`src/rtl/keyed_fifo_arbiter_pkg.sv`:
```
// Shared types and constants for the keyed FIFO arbiter and its key checker.
// Holds the phase encoding, the default key schedule and the one-hot grant helper.
package keyed_fifo_arbiter_pkg;

  typedef enum logic {
    SAMPLE = 1'b0,
    SERVE  = 1'b1
  } phase_e;

  localparam int MAX_REQ = 32;

  // Slice 0 (LSBs) is the key expected in key state 0.
  localparam logic [15:0] DEFAULT_KEY_SCHEDULE = {4'h9, 4'h6, 4'hA, 4'h3};

  function automatic logic [MAX_REQ-1:0] onehot(input int unsigned idx, input int unsigned n_req);
    logic [MAX_REQ-1:0] one;
    one = MAX_REQ'(1);
    if (idx < n_req) begin
      return one << idx;
    end
    return '0;
  endfunction

endpackage

```
`src/rtl/key_schedule_checker.sv`:
```
// Free-running key-state counter plus compare of keyinput against the scheduled slice.
// Combinational key_ok from the current state; the counter advances every cycle regardless.
module key_schedule_checker
  import keyed_fifo_arbiter_pkg::*;
#(
  parameter int KEY_BITS     = 4,
  parameter int N_KEY_STATES = 4,
  parameter logic [N_KEY_STATES*KEY_BITS-1:0] KEY_SCHEDULE = DEFAULT_KEY_SCHEDULE,
  localparam int KSW = $clog2(N_KEY_STATES)
) (
  input  logic                clock,
  input  logic                reset,
  input  logic [KEY_BITS-1:0] keyinput,
  output logic                key_ok,
  output logic [KSW-1:0]      key_state
);

  logic [KSW-1:0] kcnt_q, kcnt_d;

  // N_KEY_STATES is a power of two, so natural overflow is the modulo wrap.
  always_comb begin
    kcnt_d = kcnt_q + 1'b1;
    key_ok = (keyinput == KEY_SCHEDULE[kcnt_q*KEY_BITS +: KEY_BITS]);
  end

  always_ff @(posedge clock or posedge reset) begin
    if (reset) begin
      kcnt_q <= '0;
    end else begin
      kcnt_q <= kcnt_d;
    end
  end

  assign key_state = kcnt_q;

endmodule

```
`src/rtl/keyed_fifo_arbiter.sv`:
```
// First-come arbiter with a grant queue; SAMPLE/SERVE phase toggles only on a correct key.
// Grant is registered: request sampled, queued on next SERVE, visible on the SAMPLE after.
module keyed_fifo_arbiter
  import keyed_fifo_arbiter_pkg::*;
#(
  parameter int N_REQ        = 4,
  parameter int QDEPTH       = 4,
  parameter int KEY_BITS     = 4,
  parameter int N_KEY_STATES = 4,
  parameter logic [N_KEY_STATES*KEY_BITS-1:0] KEY_SCHEDULE = DEFAULT_KEY_SCHEDULE,
  localparam int CW  = $clog2(QDEPTH+1),
  localparam int KSW = $clog2(N_KEY_STATES)
) (
  input  logic                clock,
  input  logic                reset,
  input  logic [N_REQ-1:0]    request,
  input  logic [KEY_BITS-1:0] keyinput,
  output logic [N_REQ-1:0]    grant_o,
  output logic [CW-1:0]       queue_count,
  output logic [KSW-1:0]      key_state
);

  localparam int IW = (N_REQ  > 1) ? $clog2(N_REQ)  : 1;
  localparam int PW = (QDEPTH > 1) ? $clog2(QDEPTH) : 1;

  logic key_ok;

  phase_e           phase_q, phase_d;
  logic [N_REQ-1:0] req_q, req_d;
  logic [N_REQ-1:0] grant_q, grant_d;
  logic [N_REQ-1:0] grant_o_q, grant_o_d;
  logic [N_REQ-1:0] inq_q, inq_d;
  logic [IW-1:0]    mem_q [QDEPTH];
  logic [IW-1:0]    mem_d [QDEPTH];
  logic [PW-1:0]    head_q, head_d, tail_q, tail_d;
  logic [CW-1:0]    cnt_q, cnt_d;
  logic [MAX_REQ-1:0] head_oh;

  key_schedule_checker #(
    .KEY_BITS     (KEY_BITS),
    .N_KEY_STATES (N_KEY_STATES),
    .KEY_SCHEDULE (KEY_SCHEDULE)
  ) u_key_chk (
    .clock     (clock),
    .reset     (reset),
    .keyinput  (keyinput),
    .key_ok    (key_ok),
    .key_state (key_state)
  );

  function automatic logic [PW-1:0] ptr_inc(input logic [PW-1:0] p);
    return (p == PW'(QDEPTH-1)) ? '0 : p + 1'b1;
  endfunction

  always_comb begin
    phase_d   = key_ok ? phase_e'(~phase_q) : phase_q;
    req_d     = req_q;
    grant_d   = grant_q;
    grant_o_d = grant_o_q;
    inq_d     = inq_q;
    mem_d     = mem_q;
    head_d    = head_q;
    tail_d    = tail_q;
    cnt_d     = cnt_q;
    head_oh   = '0;

    if (phase_q == SAMPLE) begin
      req_d     = request;
      grant_o_d = grant_q;
    end else begin
      // Pop first so a released head frees its slot for this edge's pushes.
      if (cnt_q != '0 && !req_q[mem_q[head_q]]) begin
        inq_d[mem_q[head_q]] = 1'b0;
        head_d = ptr_inc(head_q);
        cnt_d  = cnt_q - 1'b1;
      end
      for (int i = 0; i < N_REQ; i++) begin
        if (req_q[i] && !inq_d[i] && cnt_d < CW'(QDEPTH)) begin
          mem_d[tail_d] = IW'(i);
          inq_d[i]      = 1'b1;
          tail_d        = ptr_inc(tail_d);
          cnt_d         = cnt_d + 1'b1;
        end
      end
      if (cnt_d != '0) begin
        head_oh = onehot(32'(mem_d[head_d]), N_REQ);
        grant_d = head_oh[N_REQ-1:0];
      end else begin
        grant_d = '0;
      end
    end
  end

  always_ff @(posedge clock or posedge reset) begin
    if (reset) begin
      phase_q   <= SAMPLE;
      req_q     <= '0;
      grant_q   <= '0;
      grant_o_q <= '0;
      inq_q     <= '0;
      head_q    <= '0;
      tail_q    <= '0;
      cnt_q     <= '0;
      for (int i = 0; i < QDEPTH; i++) begin
        mem_q[i] <= '0;
      end
    end else begin
      phase_q   <= phase_d;
      req_q     <= req_d;
      grant_q   <= grant_d;
      grant_o_q <= grant_o_d;
      inq_q     <= inq_d;
      head_q    <= head_d;
      tail_q    <= tail_d;
      cnt_q     <= cnt_d;
      mem_q     <= mem_d;
    end
  end

  assign grant_o     = grant_o_q;
  assign queue_count = cnt_q;

endmodule

```
`config.mk`:
```
export PLATFORM = sky130hd
export DESIGN_NAME = keyed_fifo_arbiter
export DESIGN_NICKNAME = d
export VERILOG_FILES = /design/src/rtl/keyed_fifo_arbiter_pkg.sv /design/src/rtl/key_schedule_checker.sv /design/src/rtl/keyed_fifo_arbiter.sv
export SDC_FILE = /design/constraint.sdc
export NUM_CORES = 1
export LEC_CHECK = 0
export ABC_CLOCK_PERIOD_IN_PS = 10850
export CORE_MARGIN = 1.5
export CORE_UTILIZATION = 50
export DETAILED_ROUTE_END_ITERATION = 16
export DONT_BUFFER_PORTS = 1
export PLACE_DENSITY = 0.76
export SYNTH_ARGS = -nofsm -noshare
export SYNTH_HDL_FRONTEND = slang
export SYNTH_SLANG_ARGS = --single-unit
```
`constraint.sdc`:
```
create_clock -name clock -period 10.85 [get_ports clock]
set_clock_uncertainty 0.2 [all_clocks]
set_input_delay 1.6275 -clock clock [delete_from_list [all_inputs] [get_ports clock]]
set_output_delay 1.6275 -clock clock [all_outputs]
set_load 0.05 [all_outputs]
```
==> summary.md, run 1 <==
| Metric | Value |
|---|---|
| Post-CTS setup buffer count | `0` |
| Yosys reg bits | `34` |
| # IOs | `19` |
| Mapped Avg Cell Area | `9.16 um^2` |
| Die X | `77.0 um` |
| Antenna-violating nets left | `0` |
| CORE AREA | `0.00520 mm^2` |
| Num CTS Buffers | `5` |
| Tightest Pin Transition | `1090 ps` |
| Clock Pin Slew Worst Setup and Hold Paths | `70 ps` |
| # diodes | `0` |
| Setup Viol. Count Final | `0` |
| Fin. max-slew vios | `0` |
| Max_slew headroom | `25.4%` |
| DP Cell Count | `360` |
| Layout cells sized above 1 | `8.05%` |
| Area of the multi-input gates | `0.00173 mm^2` |
| I/O Buffers | `0` |
| CTS tree | `built` |
| CP peak stage delay | `670 ps` |
| Outcome | `completed` |
| Max Clk Rate | `133 MHz` |
| Hold_buf cts | `0` |
| H-tree depth | `2` |
| Synth warn | `0` |
| Worst hold path class | `reg2reg` |
| Largest net degree at the start of global routing | `47` |
| GRT Util Overall | `23.7%` |
| Initial Util | `52.6%` |
| Gr ovfl total | `0` |
| Crit path required time | `10,830 ps` |
| Number of global-route vias before repair | `2,216` |
| Synth unique cells | `49` |
| DIE AREA | `0.00593 mm^2` |
| Critical path's slowest cell | `mux2i_1` |
| Final Hold Fails | `0` |
| Antenna violations before repair | `0` |
| Async set-reset flop share out of synthesis | `100%` |
| Syn Std Cell Area | `0.00274 mm^2` |
| WL/cell | `18.1 um` |
| Total wire length | `6650 um` |
| Worst Setup End Kind | `register` |
| Kind of critical path | `reg2reg` |
| Fillers | `471` |
| DP HPWL | `4980 um` |
| DRT Pass-1 Iters | `4` |
| Vias per inst | `6.00` |
| EDFF count, synth | `0` |
| Final worst path period need | `7530 ps` |
| Die Span Y | `77.0 um` |
| Crit-path cells | `mux4_2, mux2_4, a2111oi_4, buf_4, mux2i_1, ha_1, nand3_1, mux2i_1, a21o_1, ha_1, a21boi_0, nand3_1, mux2i_1, xnor2_1, xnor2_1, inv_1, ha_1, a22o_1, mux2_2, a21boi_0, a31oi_1, o41ai_1` |
| Worst Path Arrival | `7520 ps` |
| Vias post-DR | `2,207` |
| Critical-path maximum fanout | `23` |
| Residual DRC count | `0` |
| Syn Nets | `334` |
| Clk_lat worst skew | `290 ps` |
| Max clock buf depth | `2` |
| Most used flip-flop cell after synthesis | `dfrtp_1` |
| Layout area overhead | `5.25%` |
| Non-Filler Instances | `368` |
| Final Cycle Share | `69.4%` |
| Seq/Total Area, Yosys | `31.1%` |
| Post-Route Setup TNS | `0 ps` |
| First-pass GRT wire length | `10,900 um` |
| Post-Synthesis Cells | `299` |
| DRT iter0 DRCs | `165` |
| Storage cell area | `851 um^2` |
| Number of max-cap violations | `0` |
| RSZ-0062 raised after global routing | `no` |
| Root buffer cell | `clkbuf_8` |
| Critical Path Start Type | `register` |
| Post_cts resized | `0` |
| Cell row count | `26` |
| Routability cong. | `0.933` |
| Clock sink count | `34` |
| Layout Nets | `332` |
==> registers in the layout, indices dropped and copies added (netlist names) <==
register	flops
mem_q	8
grant_o	4
grant_q	4
inq_q	4
req_q	4
queue_count	3
head_q	2
tail_q	2
u_key_chk.key_state	2
phase_q	1
==> metal layers <==
layer / global-route usage (%) / part of all wire (%)
met1: 31.3 / 44
met2: 37.7 / 46
met3: 7.14 / 7.8
met4: 6.73 / 1.8
met5: 0 / 0
==> synth_stat cells (2+ instances only) <==
cell       instances  area [um^2]
inv_1             27          101
o21ai_0            8         40.0
clkbuf_1           7         26.3
a211oi_1           4         30.0
nor2_1            14         52.6
ha_1              25          313
mux2i_1           16          160
o41ai_1            6         52.6
a32o_1             4         40.0
a211o_1            2         17.5
nand2b_1           6         37.5
mux4_2             2         45.0
and3_1             5         31.3
nand3_1            7         35.0
a21boi_0           2         15.0
o2bb2ai_1          2         17.5
a22oi_1            2         15.0
mux2_1             3         33.8
xnor2_1           12          105
nand4_1            7         43.8
a221oi_1           2         17.5
buf_4              3         22.5
nor2b_1            4         25.0
dfrtp_1           34          851
mux2_2             8         90.1
a2111oi_0          2         17.5
a22o_1            10         87.6
a31oi_1            2         12.5
and2_1             5         31.3
nand2_1           38          143
o221ai_1           2         17.5
nor4_1             2         12.5
a21oi_1           10         50.1
==> cells by family (layout without fill, tap and decap cells) <==
| family | count (synthesis) | in the layout | synth area share, % |
|---|---|---|---|
| AO/OA/AOI/OAI | 64 | 64 | 18.2 |
| buffers and inverters | 39 | 38 | 5.80 |
| adder cells (fa/ha/maj) | 25 | 25 | 11.4 |
| multiplexers | 30 | 30 | 12.6 |
| XOR/XNOR | 13 | 13 | 4.16 |
| AND/OR/NAND/NOR | 94 | 94 | 16.8 |
| flip-flops | 34 | 34 | 31.1 |
==> cells in the final DEF, fill, tap and decap left out, drive strengths merged, types with 2 or more instances in the layout <==
cell type	n
inv	27
a221oi	2
nand3	7
nand2	38
o41ai	6
and3	5
nand4	7
a31oi	2
ha	25
buf	3
a211o	2
a22o	10
nor4	2
a22oi	2
a32o	4
mux2i	16
a2111oi	3
nor2	14
a211oi	4
o2bb2ai	2
a21boi	2
dfrtp	34
nor2b	4
nand2b	6
and2	5
xnor2	12
mux4	2
o221ai	2
o21ai	8
a21oi	10
mux2	12
clkbuf	7
==> path summary, 6_finish.rpt <==
kind	depth (start not counted)	from	slack [ps]	to
worst max-delay path	22	head_q[0]$_DFFE_PP0P_	3320	grant_q[0]$_DFFE_PP0P_
worst min-delay path	2	grant_q[1]$_DFFE_PP0P_	290	grant_o[1]$_DFFE_PP0N_
worst min register to register	2	grant_q[1]$_DFFE_PP0P_	290	grant_o[1]$_DFFE_PP0N_
max in group asynchronous	2	reset	9000	req_q[3]$_DFFE_PP0N_
min in group asynchronous	2	reset	1120	grant_o[3]$_DFFE_PP0N_
worst max register to register	22	head_q[0]$_DFFE_PP0P_	3320	grant_q[0]$_DFFE_PP0P_
==> critical path: cells and delay by family, from the launching register on <==
| kind | cells | cell delay (ps) |
|---|---|---|
| and+or+nand+nor | 2 | 250 |
| DFF | 1 | 610 |
| adders and majority gates | 3 | 760 |
| AOI/OAI and AO/OA | 7 | 2100 |
| xor gates and xnor gates | 2 | 690 |
| buffers and inverters | 2 | 470 |
| muxes | 6 | 2350 |
==> metrics by stage <==
| step | instance area, um^2 | hold WS (ps) | utilization (%) | setup WS, ps |
|---|---|---|---|---|
| floorplan | 2740 | 242 | - | 4370 |
| global placement | 2790 | 270 | 53.6 | 3650 |
| detailed placement | 2790 | 265 | 53.6 | 3420 |
| CTS | 2880 | 294 | 55.4 | 3400 |
| global route | 2880 | 320 | 55.4 | 2770 |
| finish | 2880 | 294 | 55.4 | 3320 |
==> area by class of cell <==
| type | count | area share [%] |
|---|---|---|
| repair buffers | 3 | 0.781 |
| flip-flops and latches | 34 | 29.5 |
| multi-input cells | 226 | 60.0 |
| inverters | 27 | 3.52 |
| clock buffers | 7 | 2.99 |
| clock inverters | 1 | 0.174 |
| well taps | 70 | 3.04 |
Power of run 1 is not shown: default switching activity piles up to over one toggle a cycle in this logic, so the estimate is an artifact.
==> inputs of run 2 (changes only) <==
- ABC_CLOCK_PERIOD_IN_PS: 10850 -> 6300
- PLACE_DENSITY: 0.76 -> 0.79
- clock period: 10.85 -> 6.3 ns (I/O delays scaled with it)
==> summary.md, run 2 (synthesis results as in run 1) <==
| Metric | Value |
|---|---|
| Outcome | `completed` |
| Clk_lat worst skew | `300 ps` |
| Largest net degree at the start of global routing | `40` |
| Routability cong. | `0.960` |
| Critical Path Start Type | `register` |
| WL/cell | `16.8 um` |
| DRT Pass-1 Iters | `4` |
| Die X | `77.0 um` |
| Critical path's slowest cell | `or4_1` |
| Worst Path Arrival | `5990 ps` |
| Critical-path maximum fanout | `6` |
| Max Clk Rate | `167 MHz` |
| DP Cell Count | `373` |
| First-pass GRT wire length | `10,600 um` |
| Antenna violations before repair | `0` |
| # IOs | `19` |
| Most frequent CP cell | `ha_1` |
| CP peak stage delay | `570 ps` |
| Crit path buf inv count | `2` |
| Most frequent cells in the layout | `nand2_1, dfrtp_1, inv_1` |
| CORE AREA | `0.00520 mm^2` |
| Max reg flops | `8` |
| Clock sink count | `34` |
| Residual DRC count | `0` |
| I/O Buffers | `0` |
| Root buffer cell | `clkbuf_8` |
| Layout area overhead | `10.9%` |
| Top reg by flops | `mem_q` |
| Fin. max-slew vios | `0` |
| # diodes | `0` |
| Layout cells sized above 1 | `14.6%` |
| Num CTS Buffers | `5` |
| DRT iter0 DRCs | `147` |
| Final Hold Fails | `0` |
| Delay-heaviest family, CP | `multiplexers` |
| Die Span Y | `77.0 um` |
| Hold_buf cts | `0` |
| Initial Util | `52.6%` |
| Antenna-violating nets left | `0` |
| Most common cell after layout, fill and taps aside | `nand2_1` |
| DP HPWL | `4890 um` |
| Pre-CTS WS | `91.7 ps` |
| Max_slew headroom | `45.1%` |
| Number of max-cap violations | `0` |
| Cell row count | `26` |
| Layout Nets | `348` |
| Final Cycle Share | `95.3%` |
| Total wire length | `6460 um` |
| Worst Setup End Kind | `register` |
| Vias post-DR | `2,289` |
| Kind of critical path | `reg2reg` |
| Number of global-route vias before repair | `2,278` |
| Crit-path cells | `mux4_2, mux2_4, a2111oi_4, mux2i_2, ha_1, nand3_1, mux2i_1, a21o_1, ha_1, a21boi_1, nand3_1, mux2i_1, buf_4, xnor2_1, xnor2_2, buf_4, ha_1, and3_1, a2111oi_2, or4_1, o41ai_1` |
| Clock Pin Slew Worst Setup and Hold Paths | `70 ps` |
| Final worst path period need | `6000 ps` |
| Gr ovfl total | `0` |
| Crit path required time | `6290 ps` |
| Non-Filler Instances | `384` |
| H-tree depth | `2` |
| Post-layout util | `58.3%` |
| Setup ws final | `298 ps` |
| GRT Util Overall | `22.9%` |
| Tightest Pin Transition | `821 ps` |
| Vias per inst | `5.96` |
| DIE AREA | `0.00593 mm^2` |
| CTS tree | `built` |
| Setup Viol. Count Final | `0` |
| Max clock buf depth | `2` |
| Worst hold path class | `reg2reg` |
==> run 2: worst register-to-register path, cell delays in order, from the launching register on <==
cell and delay (ps):
dfrtp_1 420, mux4_2 550, mux2_4 340, a2111oi_4 440, mux2i_2 350, ha_1 300
nand3_1 90, mux2i_1 110, a21o_1 180, ha_1 210, a21boi_1 230, nand3_1 110
mux2i_1 210, buf_4 190, xnor2_1 210, xnor2_2 200, buf_4 170, ha_1 170
and3_1 210, a2111oi_2 80, or4_1 570, o41ai_1 370
==> run 2: layout make-up <==
| type | count | area [um^2] |
|---|---|---|
| sequential | 34 | 851 |
| inverter | 27 | 101 |
| multi-input combinational | 226 | 1760 |
| timing repair buffer | 19 | 143 |
| tap | 70 | 87.6 |
| clock inverter | 2 | 12.5 |
| fill | 465 | 2170 |
| clock buffer | 6 | 82.6 |
==> run 2: per-layer routing <==
layer | share of wire, % | global-route usage, % | wire length, um | vias up
met1 | 44 | 28.9 | 2860 | 1086
met3 | 5.6 | 6.43 | 361 | 19
met4 | 2.9 | 9.27 | 184 | 0
met2 | 47 | 36.7 | 3050 | 74
met5 | 0 | 0 | 0 | -
li1 | - | - | - | 1110
==> run 2: what timing repair did <==
item                       4_1_cts  5_1_grt
setup buffers                    0        3
gates resized for setup          0        8
setup endpoints to repair        0        4
==> run 2: stage by stage <==
step | setup TNS, ps | hold slack (ps) | instance area, um^2
after global routing | -124 | 307 | 3040
after global placement | 0 | 259 | 2890
after CTS | 0 | 278 | 2980
final | 0 | 271 | 3040
after detailed placement | 0 | 261 | 2890
after floorplan | 0 | 242 | 2740
==> run 2: path summary, 6_finish.rpt <==
kind,slack (ps),cells past startpoint,to,start
setup / recovery,300,21,grant_q[1]$_DFFE_PP0P_,mem_q[2]$_DFFE_PP0P_
hold / removal,270,2,grant_o[0]$_DFFE_PP0N_,grant_q[0]$_DFFE_PP0P_
setup reg to reg,300,21,grant_q[1]$_DFFE_PP0P_,mem_q[2]$_DFFE_PP0P_
hold reg to reg,270,2,grant_o[0]$_DFFE_PP0N_,grant_q[0]$_DFFE_PP0P_
max in group asynchronous,5150,2,inq_q[3]$_DFFE_PP0P_,reset
min in group asynchronous,420,2,tail_q[1]$_DFFE_PP0P_,reset
Power of run 2 is left out for the same reason.
==> inputs of run 3 (changes only) <==
- CORE_UTILIZATION: 50 -> 55
- PLACE_DENSITY: 0.79 -> default
- PLACE_DENSITY_LB_ADDON: default -> 0.05
==> summary.md, run 3 (synthesis results as in run 1) <==
| Metric | Value |
|---|---|
| Number of max-cap violations | `0` |
| Max clock buf depth | `2` |
| Reg2reg setup slack | `300 ps` |
| Min-delay src | `grant_q[1]$_DFFE_PP0P_` |
| Top reg by flops | `mem_q` |
| WL/cell | `17.6 um` |
| Layout Nets | `347` |
| Worst Path Arrival | `5980 ps` |
| Tightest Pin Transition | `908 ps` |
| Post-Route Setup TNS | `0 ps` |
| DIE AREA | `0.00541 mm^2` |
| Fin. max-slew vios | `0` |
| Kind of critical path | `reg2reg` |
| Die Span Y | `73.6 um` |
| Root buffer cell | `clkbuf_8` |
| Largest net degree at the start of global routing | `35` |
| Gr ovfl total | `0` |
| Setup Viol. Count Final | `0` |
| Final worst path period need | `6000 ps` |
| Max reg flops | `8` |
| Fillers | `395` |
| H-tree depth | `2` |
| Critical Path Start Type | `register` |
| Crit path required time | `6280 ps` |
| Post-route cell area | `0.00305 mm^2` |
| Total wire length | `6690 um` |
| Final Hold Fails | `0` |
| CORE AREA | `0.00475 mm^2` |
| Clock Pin Slew Worst Setup and Hold Paths | `70 ps` |
| # diodes | `0` |
| Clock sink count | `34` |
| Crit Reg-Reg Endpoint | `grant_q[1]$_DFFE_PP0P_` |
| Critical path origin | `mem_q[6]$_DFFE_PP0P_` |
| Hold_buf cts | `0` |
| Initial Util | `57.6%` |
| Outcome | `completed` |
| Worst Setup End Kind | `register` |
| Pre-CTS WS | `11.3 ps` |
| DP HPWL | `5020 um` |
| Max_slew headroom | `39.3%` |
| Number of global-route vias before repair | `2,257` |
| Max Clk Rate | `167 MHz` |
| Vias per inst | `6.06` |
| GRT Util Overall | `26.4%` |
| Critical-path maximum fanout | `6` |
| Setup ws final | `301 ps` |
| Worst hold stages | `2` |
| Hold Path End | `grant_o[1]$_DFFE_PP0N_` |
| Num CTS Buffers | `5` |
| Residual DRC count | `0` |
| Antenna-violating nets left | `0` |
| Cell row count | `25` |
| Clk_lat worst skew | `290 ps` |
| Vias post-DR | `2,301` |
| Final Cycle Share | `95.2%` |
| Register-to-Register Path Depth | `21` |
| # IOs | `19` |
| Most frequent cells in the layout | `nand2_1, dfrtp_1, inv_1` |
| Die X | `73.6 um` |
| I/O Buffers | `0` |
| Placed cell area | `0.00286 mm^2` |
| CTS tree | `built` |
| Worst hold path class | `reg2reg` |
| Layout cells sized above 1 | `14.7%` |
| Most common cell after layout, fill and taps aside | `nand2_1` |
| DRT Pass-1 Iters | `5` |
| First-pass GRT wire length | `10,800 um` |
| DRT iter0 DRCs | `174` |
| Layout area overhead | `11.5%` |
| RR Startpoint | `mem_q[6]$_DFFE_PP0P_` |
| RSZ-0062 raised after global routing | `no` |
| Antenna violations before repair | `0` |
| Routability cong. | `0.893` |
[run 3: changes by cell type in the layout (fill, tap and decap cells not counted)]
cell | before | now
mux2i_1 | 15 | 13
bufinv_16 | 0 | 1
mux2i_2 | 1 | 3
clkbuf_8 | 6 | 5
clkinv_2 | 1 | 0
clkinvlp_4 | 1 | 0
clkbuf_1 | 0 | 2
nor4_1 | 2 | 1
buf_4 | 19 | 17
buf_6 | 0 | 1
nor4_2 | 0 | 1
[run 3: cell type report]
cell class                      count  area (um^2)  share of cell area [%]
Multi-Input combinational cell    226         1770                    58.0
Clock buffer                        7         76.3                    2.50
Clock inverter                      1         30.0                   0.983
Tap cell                           67         83.8                    2.74
Timing Repair Buffer               18          139                    4.55
Inverter                           27          101                    3.32
Sequential cell                    34          851                    27.9
[run 3: metrics by stage]
stage	util (%)	cells	hold slack (ps)
after floorplan	-	299	242
after global placement	60.2	367	253
after detailed placement	60.2	367	265
after CTS	62.5	375	278
after global routing	64.2	380	298
final	64.2	380	274
[run 3: worst max-delay path, stage by stage (launching register included)]
cell	delay [ps]
dfrtp_1	430
mux4_2	560
mux2_4	340
a2111oi_4	450
buf_4	190
xnor2_1	120
ha_1	270
nand3_1	90
mux2i_1	110
a21o_1	190
ha_1	210
a21boi_1	250
nand3_1	150
mux2i_2	320
xnor2_1	200
xnor2_2	270
buf_4	160
ha_1	170
and3_1	200
a2111oi_2	70
or4_1	570
o41ai_1	350
[run 3: timing repair]
item | 4_1_cts | 5_1_grt
resized for setup | 1 | 11
endpoints found under the setup margin | 1 | 4
pin swaps | 0 | 2
buffers inserted | 0 | 5
hold endpoints to repair | 0 | 0
[run 3: worst max path at each step]
stage                                   endpoint  slack, ps  cells past startpoint
after global placement    grant_q[0]$_DFFE_PP0P_        170                     20
after global routing      grant_q[0]$_DFFE_PP0P_          7                     22
after CTS                 grant_q[0]$_DFFE_PP0P_         40                     20
final                     grant_q[1]$_DFFE_PP0P_        300                     21
after floorplan           grant_q[1]$_DFFE_PP0P_          3                     25
after detailed placement  grant_q[2]$_DFFE_PP0P_         10                     18
[run 3: layer usage]
| layer | vias up | wire length [um] | share of wire (%) | GRT usage (%) |
|---|---|---|---|---|
| met1 | 1104 | 3020 | 45 | 35.8 |
| met4 | 0 | 170 | 2.5 | 13.4 |
| met2 | 84 | 3090 | 46 | 40.0 |
| met5 | - | 0 | 0 | 0 |
| li1 | 1099 | - | - | - |
| met3 | 14 | 407 | 6.1 | 5.21 |
Power of run 3 is left out for the same reason.
